$ cat src/rtl/prbs_9_if.sv
// prbs_9_if: generator control/data bundle; master drives Enable (and ErrInject), slave returns PRBS_Pattern
// Signals: Enable advance request, PRBS_Pattern registered byte (bit 0 earliest),
//          ErrInject single-bit error request (present only with PRBS9_ERR_INJ_EN)
interface prbs_9_if;
    logic       Enable;
    logic [7:0] PRBS_Pattern;
`ifdef PRBS9_ERR_INJ_EN
    logic       ErrInject;
    modport master(output Enable, output ErrInject, input PRBS_Pattern);
    modport slave(input Enable, input ErrInject, output PRBS_Pattern);
`else
    modport master(output Enable, input PRBS_Pattern);
    modport slave(input Enable, output PRBS_Pattern);
`endif
endinterface

$ cat src/rtl/prbs_9.sv
// prbs_9: byte-parallel PRBS-9 (x^9 + x^5 + 1) generator, 8 sequence bits per enabled clock, bit 0 first
// Ports: Clk clock; TxRst asynchronous active-low reset; bus (prbs_9_if.slave):
//        Enable advances the generator, PRBS_Pattern is the registered byte,
//        ErrInject (only when PRBS9_ERR_INJ_EN is defined) flips bit 0 of the byte produced this cycle.
module prbs_9 #(
    parameter logic [8:0] SEED   = 9'h1FF,
    parameter bit         INVERT = 1'b0
) (
    input logic     Clk,
    input logic     TxRst,
    prbs_9_if.slave bus
);
    // an all-zero seed would lock the LFSR, so it is replaced by all-ones
    localparam logic [8:0] SEED_EFF = (SEED == 9'h000) ? 9'h1FF : SEED;
    logic [8:0] state_q, state_d, s;
    logic [7:0] pattern_q, pattern_d, p;
    always_comb begin
        s = state_q;
        p = '0;
        for (int k = 0; k < 8; k++) begin
            p[k] = s[8] ^ INVERT;
            s    = {s[7:0], s[8] ^ s[4]};
        end
`ifdef PRBS9_ERR_INJ_EN
        p[0] = p[0] ^ bus.ErrInject;
`endif
        // lock-up recovery takes priority over Enable
        state_d   = (state_q == 9'h000) ? SEED_EFF : bus.Enable ? s : state_q;
        pattern_d = bus.Enable ? p : pattern_q;
    end
    always_ff @(posedge Clk or negedge TxRst) begin
        if (!TxRst) begin
            state_q   <= SEED_EFF;
            pattern_q <= 8'h00;
        end else begin
            state_q   <= state_d;
            pattern_q <= pattern_d;
        end
    end
    assign bus.PRBS_Pattern = pattern_q;
endmodule

$ cat src/flat_wrapper.sv
// flat-port wrapper written by rule: the top's interface ports become plain ports
module prbs_9_flat 
#(
    parameter logic [8:0] SEED   = 9'h1FF,
    parameter bit         INVERT = 1'b0
)
  (Clk, TxRst, bus_Enable, bus_PRBS_Pattern);
  prbs_9_if bus_i ();
  input logic Clk;
  input logic TxRst;
  input wire logic [$bits(bus_i.Enable)-1:0] bus_Enable;
  output wire logic [$bits(bus_i.PRBS_Pattern)-1:0] bus_PRBS_Pattern;
  assign bus_i.Enable = bus_Enable;
  assign bus_PRBS_Pattern = bus_i.PRBS_Pattern;
  prbs_9 #(.SEED(SEED), .INVERT(INVERT)) u_core (.Clk(Clk), .TxRst(TxRst), .bus(bus_i));
endmodule
$ cat config.mk
export PLATFORM = sky130hd
export DESIGN_NAME = prbs_9_flat
export DESIGN_NICKNAME = d
export VERILOG_FILES = /design/src/rtl/prbs_9_if.sv /design/src/rtl/prbs_9.sv /design/src/flat_wrapper.sv
export SDC_FILE = /design/constraint.sdc
export NUM_CORES = 1
export LEC_CHECK = 0
export BUFFER_PORTS_ARGS = -buffer_cell sky130_fd_sc_hd__buf_4
export CAP_MARGIN = 20
export CORE_UTILIZATION = 48
export DETAILED_ROUTE_END_ITERATION = 16
export GPL_ROUTABILITY_DRIVEN = 0
export PLACE_DENSITY_LB_ADDON = 0.2
export SYNTH_ARGS = -nofsm -noshare
export SYNTH_HDL_FRONTEND = slang
export SYNTH_SLANG_ARGS = --single-unit
$ cat constraint.sdc
create_clock -name Clk -period 1.9 [get_ports Clk]
set_input_delay 0.095 -clock Clk [delete_from_list [all_inputs] [get_ports Clk]]
set_output_delay 0.095 -clock Clk [all_outputs]
set_load 0.03 [all_outputs]
==> flow_summary.ini, run 1 <==
[layout]
final_util_pct = 59.47
syn2layout_area_growth_pct = 15.48
layout-drive-gt1-share_pct = 45.95
antenna_cells = 0
final_area_sq_um = 895.9
fin_cells = 90
nets = 78

[outcome]
status = complete, no violations

[worst_setup_path]
worstPathRequired_ns = 2.10
endpoint_kind = register
crit_slowest_cell = dfstp_2
crit_fanout = 6
worstSetupPathType = reg2reg
cpPeakStageDelay_ns = 0.60
critPathLaunchType = register
cp.arrival_ns = 1.44
path_cells = xor2_1 -> nor2_1 -> o311ai_1

[clock_tree]
cts-root-buf = clkbuf_4
clock-sinks = 17
cts_buffers = 3
cts_buffer_depth = 2
htree_levels = 1
clk_pin_slew_ns = 0.10
cts.repair.resized = 0
clk_latency_ns = 0.29
cts_tree = yes

[synthesis]
syn_area_per_cell_sq_um = 12.72
synthTopCellsByCount = dfstp_2 (9), nand2_1 (9), dfrtp_1 (8), mux2_2 (8), mux2i_1 (6)
synth_top_flop_cell = dfstp_2
synth.distinct_cells = 16
synth_area_leader_cell = dfstp_2
yosysSeqAreaShare_pct = 56.29
synth_cells = 61
ys_warn_count = 0
synthArstFlopShare_pct = 100.0
synth_seq_cells = 17
synth_top_area_share_pct = 30.48
syn-num-nets = 64
syn_area_sq_um = 775.7
synth_edf_count = 0
netlist_top_cells_area = dfstp_2 (30%), dfrtp_1 (26%), mux2_2 (12%)

[timing]
fin_tns_setup_ns = 0
hold_viol = 0
layout_min_cycle_time_ns = 1.243
fmax_mhz = 804.8
rsz0062_at_grt = no
tightest_slew_ns = 0.2344
setup_viol = 0
fin_crit_sh_pct = 65.40
finalMaxSlewViolations = 0
slew_headroom_pct = 84.13
finClkSkew_ns = 0.003921

[min_path]
hold_path.class = in2async

[place]
post_dp_cell_area_sq_um = 858.3
place_hpwl_microns = 871.4
portBuffers = 10
dp_cells = 85

[route]
routed_wl_mm = 1.266
drt_iter0_markers = 5
drcViolationCount = 0
ant_nets = 0
first_pass_iters = 4
vias_per_cell = 5.456
wl_per_cell_microns = 14.07
vias = 491

[floorplan]
ios = 11
rows = 14
die_area_sq_um = 1781
start_util_pct = 51.50
die_w_microns = 42.20
core_area_sq_um = 1506
die_h_microns = 42.20

[power]
ir_worst_vdd_mv = 1.038
power_density_nw_per_um2 = 1981
leakage_nw = 0.4099

[grt]
antenna_found_initial = 0
grt_max_degree = 18
overflow = 0
grt_pass1_vias = 487
grt_pass1_wl_mm = 2.311
grt_use_total_pct = 17.50

[job]
cap_violations = 0
==> worst max-delay path: cells and delay by family (launching register included) <==
family	cells	cell delay, ns
AOI/OAI and AO/OA	1	0.23
xor gates and xnor gates	1	0.25
DFF	1	0.60
and+or+nand+nor	1	0.06
==> cell type report <==
cell class,count,area [sq um]
fillers,133,610.6
flip-flops and latches,17,436.7
multi-input cells,41,322.8
repair buffers,11,85.08
clock buffers,3,22.52
well taps,16,20.02
clock inverters,1,5.005
inverters,1,3.754
==> cell families after synthesis <==
group / Yosys count / synth area share, %
multiplexers: 14 / 19.36
AND/OR/NAND/NOR: 19 / 12.26
buffers and inverters: 3 / 2.096
XOR/XNOR: 5 / 5.645
flip-flops: 17 / 56.29
AO/OA/AOI/OAI: 3 / 4.356
==> flip-flops by register name (all words and copies together) (netlist names) <==
signal	flops
u_core.bus.PRBS_Pattern	8
u_core.state_q	9
==> layer usage <==
| layer | GRT usage [%] | vias to the layer above | wire (microns) | share of wire (%) |
|---|---|---|---|---|
| met1 | 26.29 | 240 | 646 | 51 |
| met2 | 24.31 | 10 | 571 | 45 |
| met5 | 0 | - | 0 | 0 |
| met3 | 3.879 | 2 | 36 | 2.8 |
| met4 | 7.500 | 0 | 11 | 0.87 |
| li1 | - | 239 | - | - |
==> path summary, 6_finish.rpt <==
kind | startpoint | end | slack (ns) | cells past startpoint
worst max register to register | u_core.state_q[2] | u_core.state_q[0] | 0.66 | 3
worst min register to register | u_core.bus.PRBS_Pattern[4] | u_core.bus.PRBS_Pattern[4] | 0.52 | 1
worst max-delay path | u_core.state_q[2] | u_core.state_q[0] | 0.66 | 3
worst min-delay path | TxRst | u_core.bus.PRBS_Pattern[5] | 0.20 | 2
max in group asynchronous | TxRst | u_core.state_q[5] | 1.45 | 2
min in group Clk | bus_Enable | u_core.state_q[7] | 0.21 | 3
==> power by group <==
part	switching, mW	internal (mW)
Sequential	0.193	0.629
Combinational	0.408	0.353
Clock	0.113	0.0782
Total	0.715	1.06
==> placed cells by master (no fill, tap or decap) <==
master	count
mux2i_1	6
buf_4	10
mux2_2	8
nor2_1	4
clkinv_2	1
nor4_2	1
dlygate4sd3_1	1
o311ai_1	2
nand3_2	1
nand2_1	9
dfrtp_1	8
inv_1	1
nor3_1	1
clkbuf_4	3
o311ai_2	1
and2_1	3
dfstp_2	9
xor2_1	5
==> per-stage QoR <==
stage | hold WS [ns] | power, mW | worst slack (ns)
after CTS | 0.1914 | 1.797 | 0.6426
after global placement | -0.03273 | 1.576 | 0.6890
after detailed placement | -0.03033 | 1.597 | 0.6706
final | 0.1991 | 1.775 | 0.6574
after global routing | 0.2041 | 1.916 | 0.5323
after floorplan | -0.2006 | 1.347 | 0.7680
==> repair_timing <==
action | in CTS | in global routing
hold buffers | 1 | 0
endpoints found under the hold margin | 17 | 0
setup buffers | 0 | 0
(Power assumes the default switching activity.)
==> inputs of run 2 (changes only) <==
==> constraint.sdc (replaced) <==
create_clock -name Clk -period 1.2 [get_ports Clk]
set_input_delay 0.06 -clock Clk [delete_from_list [all_inputs] [get_ports Clk]]
set_output_delay 0.06 -clock Clk [all_outputs]
set_load 0.03 [all_outputs]
==> flow_summary.ini, run 2 (synthesis results as in run 1) <==
[grt]
grt_pass1_vias = 508
grt_max_degree = 18
grt_pass1_wl_mm = 2.387
use_met1_pct = 27.33
overflow = 0
antenna_found_initial = 0
top_usage_layer = met1
grt_use_total_pct = 18.24
met2_usage_pct = 26.77
grtUsageMet3_pct = 2.586

[timing]
setup_viol = 1
slew_headroom_pct = 78.94
finalMaxSlewViolations = 0
layout_min_cycle_time_ns = 1.211
setup_slack_ns = -0.01123
hold_viol = 0
fmax_mhz = 825.6
finClkSkew_ns = 0.001918
tightest_slew_ns = 0.3135
fin_crit_sh_pct = 100.9
rsz0062_at_grt = yes

[clock_tree]
clk_pin_slew_ns = 0.10
cts-root-buf = clkbuf_4
clk_latency_ns = 0.29
cts_buffer_depth = 2
clock-sinks = 17
htree_levels = 1
cts_tree = yes
cts_buffers = 3

[worst_setup_path]
crit_fanout = 4
endpoint_kind = register
worst_r2r_path_depth = 3
timing.rr.start = u_core.state_q[6]
cp.arrival_ns = 1.41
critPathLaunchType = register
worstPathRequired_ns = 1.40
crit_start = u_core.state_q[6]
worstSetupPathType = reg2reg

[route]
first_pass_iters = 4
wl_per_cell_microns = 14.85
ant_nets = 0
vias_per_cell = 5.436
vias = 511
drcViolationCount = 0
drt_iter0_markers = 7
routed_wl_mm = 1.396

[layout]
final_util_pct = 63.29
largest_reg_flops = 9
final_cell_mix = buf_4 (13), nand2_1 (9), dfstp_2 (9)
top_register = u_core.state_q
antenna_cells = 0
fin_cells = 94
syn2layout_area_growth_pct = 22.90
fillers = 131
final_area_sq_um = 953.4
nets = 82
layout_commonest_cell = buf_4
layout-drive-gt1-share_pct = 52.56

[floorplan]
rows = 14
die_area_sq_um = 1781
start_util_pct = 51.50
die_h_microns = 42.20
core_area_sq_um = 1506
ios = 11
die_w_microns = 42.20

[power]
power_mw = 3.009
leakage_nw = 0.4302
ir_worst_vdd_mv = 1.638
power_density_nw_per_um2 = 3156

[outcome]
status = finished, violations left
failed_checks = negative setup slack

[place]
dp_cells = 87
post_dp_cell_area_sq_um = 873.3
place_hpwl_microns = 888.9
portBuffers = 10

[min_path]
hold_path.class = in2async

[job]
cap_violations = 0
[run 2: cell count changes in the layout (fill, tap and decap cells not counted), sizes merged]
| cell | change |
|---|---|
| buf | +3 |
| nand3 | +1 |
[run 2: cell type report]
cell class / count / area [sq um] / share of cell area (%)
well taps: 16 / 20.02 / 2.100
clock inverters: 1 / 5.005 / 0.5249
repair buffers: 14 / 107.6 / 11.29
flip-flops and latches: 17 / 436.7 / 45.80
clock buffers: 3 / 22.52 / 2.362
multi-input cells: 42 / 357.8 / 37.53
inverters: 1 / 3.754 / 0.3937
[run 2: final timing paths]
check | to | slack [ns]
max | u_core.state_q[0] | -0.01
min | u_core.bus.PRBS_Pattern[4] | 0.16
max reg2reg | u_core.state_q[0] | -0.01
min reg2reg | u_core.bus.PRBS_Pattern[6] | 0.52
max in group asynchronous | u_core.state_q[1] | 0.79
min in group Clk | u_core.state_q[8] | 0.18
[run 2: metrics by stage]
| stage | setup slack (ns) | setup TNS, ns | hold WS (ns) |
|---|---|---|---|
| 6_report | -0.01123 | -0.01123 | 0.1562 |
| 3_3_place_gp | -0.004845 | -0.004845 | -0.06700 |
| 3_5_place_dp | -0.003528 | -0.003528 | -0.06692 |
| 5_1_grt | -0.07635 | -0.4926 | 0.1707 |
| 4_1_cts | -0.0007783 | -0.0007783 | 0.1599 |
| 2_1_floorplan | 0.06797 | 0 | -0.2356 |
[run 2: repair_timing]
action | CTS | global route
buffers inserted | 1 | 0
resized for setup | 2 | 2
endpoints found under the hold margin | 17 | 0
cloned | 1 | 0
pin swaps | 3 | 2
endpoints found under the setup margin | 2 | 9
hold buffers | 1 | 0
[run 2: critical path, stage by stage, from the launching register on]
cell	delay, ns
dfstp_2	0.61
xor2_2	0.09
and2_1	0.17
o311ai_2	0.25
[run 2: where the power goes]
| part | switching (mW) | internal [mW] | leakage (nW) |
|---|---|---|---|
| Sequential | 0.318 | 0.996 | 0.189 |
| Combinational | 0.731 | 0.663 | 0.224 |
| Clock | 0.177 | 0.124 | 0.0177 |
| Total | 1.23 | 1.78 | 0.430 |
[run 2: routing by layer]
metal | part of all wire [%] | routed length, microns
met1 | 48 | 665
met4 | 1.0 | 14
met2 | 48 | 673
met3 | 2.9 | 41
met5 | 0 | 0
==> inputs of run 3 (changes only) <==
--- a/config.mk
+++ b/config.mk
@@ -7,10 +7,11 @@
 export LEC_CHECK = 0
 export BUFFER_PORTS_ARGS = -buffer_cell sky130_fd_sc_hd__buf_4
 export CAP_MARGIN = 20
+export CORE_MARGIN = 3
 export CORE_UTILIZATION = 48
 export DETAILED_ROUTE_END_ITERATION = 16
 export GPL_ROUTABILITY_DRIVEN = 0
-export PLACE_DENSITY_LB_ADDON = 0.2
+export PLACE_DENSITY = 0.69
 export SYNTH_ARGS = -nofsm -noshare
 export SYNTH_HDL_FRONTEND = slang
 export SYNTH_SLANG_ARGS = --single-unit
==> flow_summary.ini, run 3 (synthesis results as in run 1) <==
[outcome]
status = complete, no violations

[timing]
fmax_mhz = 838.1
finalMaxSlewViolations = 0
layout_min_cycle_time_ns = 1.193
hold_viol = 0
setup_slack_ns = 0.006847
rsz0062_at_grt = yes
fin_crit_sh_pct = 99.43
finClkSkew_ns = 0.005619
fin_tns_setup_ns = 0
tightest_slew_ns = 0.3461
setup_viol = 0
slew_headroom_pct = 76.75

[route]
first_pass_iters = 4
vias = 535
wl_per_cell_microns = 14.88
routed_wl_mm = 1.443
drt_iter0_markers = 4
drcViolationCount = 0
ant_nets = 0
vias_per_cell = 5.515

[worst_setup_path]
critPathLaunchType = register
crit_slowest_cell = dfstp_2
worstSetupPathType = reg2reg
endpoint_kind = register
path_cells = xor2_2 -> nor2_1 -> o311ai_1
cp.arrival_ns = 1.40
cpPeakStageDelay_ns = 0.60
crit_fanout = 4
worstPathRequired_ns = 1.40

[power]
power_density_nw_per_um2 = 3229
power_mw = 3.148
leakage_nw = 0.4476
ir_worst_vdd_mv = 1.594

[clock_tree]
cts_buffers = 3
clk_pin_slew_ns = 0.10
htree_levels = 1
cts_buffer_depth = 2
cts-root-buf = clkbuf_4
cts_tree = yes
clk_latency_ns = 0.29
clock-sinks = 17

[floorplan]
die_h_microns = 46.20
die_area_sq_um = 2134
rows = 13
die_w_microns = 46.20
core_area_sq_um = 1399
ios = 11
start_util_pct = 55.46

[place]
preCtsSetupSlack_ns = -0.03518
place_hpwl_microns = 973
post_dp_cell_area_sq_um = 879.6
portBuffers = 10

[layout]
layout-drive-gt1-share_pct = 53.66
syn2layout_area_growth_pct = 25.65
final_area_sq_um = 974.7
layout_commonest_cell = buf_4
largest_reg_flops = 9
antenna_cells = 0
top_register = u_core.state_q
final_cell_mix = buf_4 (17), nand2_1 (9), dfstp_2 (9)
final_util_pct = 69.68
nets = 86

[grt]
antenna_found_initial = 0
overflow = 0
grt_use_total_pct = 16.94
grt_max_degree = 18
grt_pass1_wl_mm = 2.456
grt_pass1_vias = 504

[min_path]
hold_path.class = in2async

[job]
cap_violations = 0
-- run 3: timing repair --
item,CTS,global route
resized for setup,3,0
hold buffers,1,0
buffers inserted,2,2
pin swaps,2,3
hold endpoints to repair,17,0
setup endpoints to repair,3,9
cloned,0,1
-- run 3: final timing paths --
path / from / end / slack (ns) / cells past startpoint
worst max-delay path: u_core.state_q[3] / u_core.state_q[1] / 0.007 / 3
worst min-delay path: TxRst / u_core.bus.PRBS_Pattern[5] / 0.16 / 2
worst max register to register: u_core.state_q[3] / u_core.state_q[1] / 0.007 / 3
worst min register to register: u_core.bus.PRBS_Pattern[4] / u_core.bus.PRBS_Pattern[4] / 0.51 / 1
max in group asynchronous: TxRst / u_core.state_q[7] / 0.79 / 2
min in group Clk: bus_Enable / u_core.state_q[6] / 0.18 / 3
-- run 3: worst max-delay path: cells and delay by family, from the launching register on --
family           cells  cell delay (ns)
flip-flops           1             0.60
AND/OR/NAND/NOR      1             0.06
AO/OA/AOI/OAI        1             0.26
XOR/XNOR             1             0.18
-- run 3: cell type report --
class                   count  area (sq um)
flip-flops and latches     17         436.7
fillers                   103         424.2
multi-input cells          42         350.3
repair buffers             18         137.6
clock buffers               3         22.52
well taps                  15         18.77
clock inverters             1         5.005
inverters                   1         3.754
-- run 3: power by group --
group | total [mW] | internal, mW | switching (mW)
clock network | 0.304 | 0.124 | 0.180
registers | 1.30 | 0.996 | 0.305
logic | 1.54 | 0.772 | 0.772
-- run 3: metal layers --
| metal | GRT usage (%) | up-vias | wire [microns] |
|---|---|---|---|
| met2 | 25.82 | 11 | 704 |
| met1 | 22.58 | 270 | 651 |
| li1 | - | 252 | - |
| met3 | 3.516 | 2 | 64 |
| met5 | 0 | - | 0 |
| met4 | 8.523 | 0 | 22 |
-- run 3: through the flow --
step / cells / hold WS (ns)
finish: 97 / 0.1554
global route: 97 / 0.1495
detailed placement: 87 / -0.06802
CTS: 94 / 0.1546
global placement: 87 / -0.06804
floorplan: 61 / -0.2356
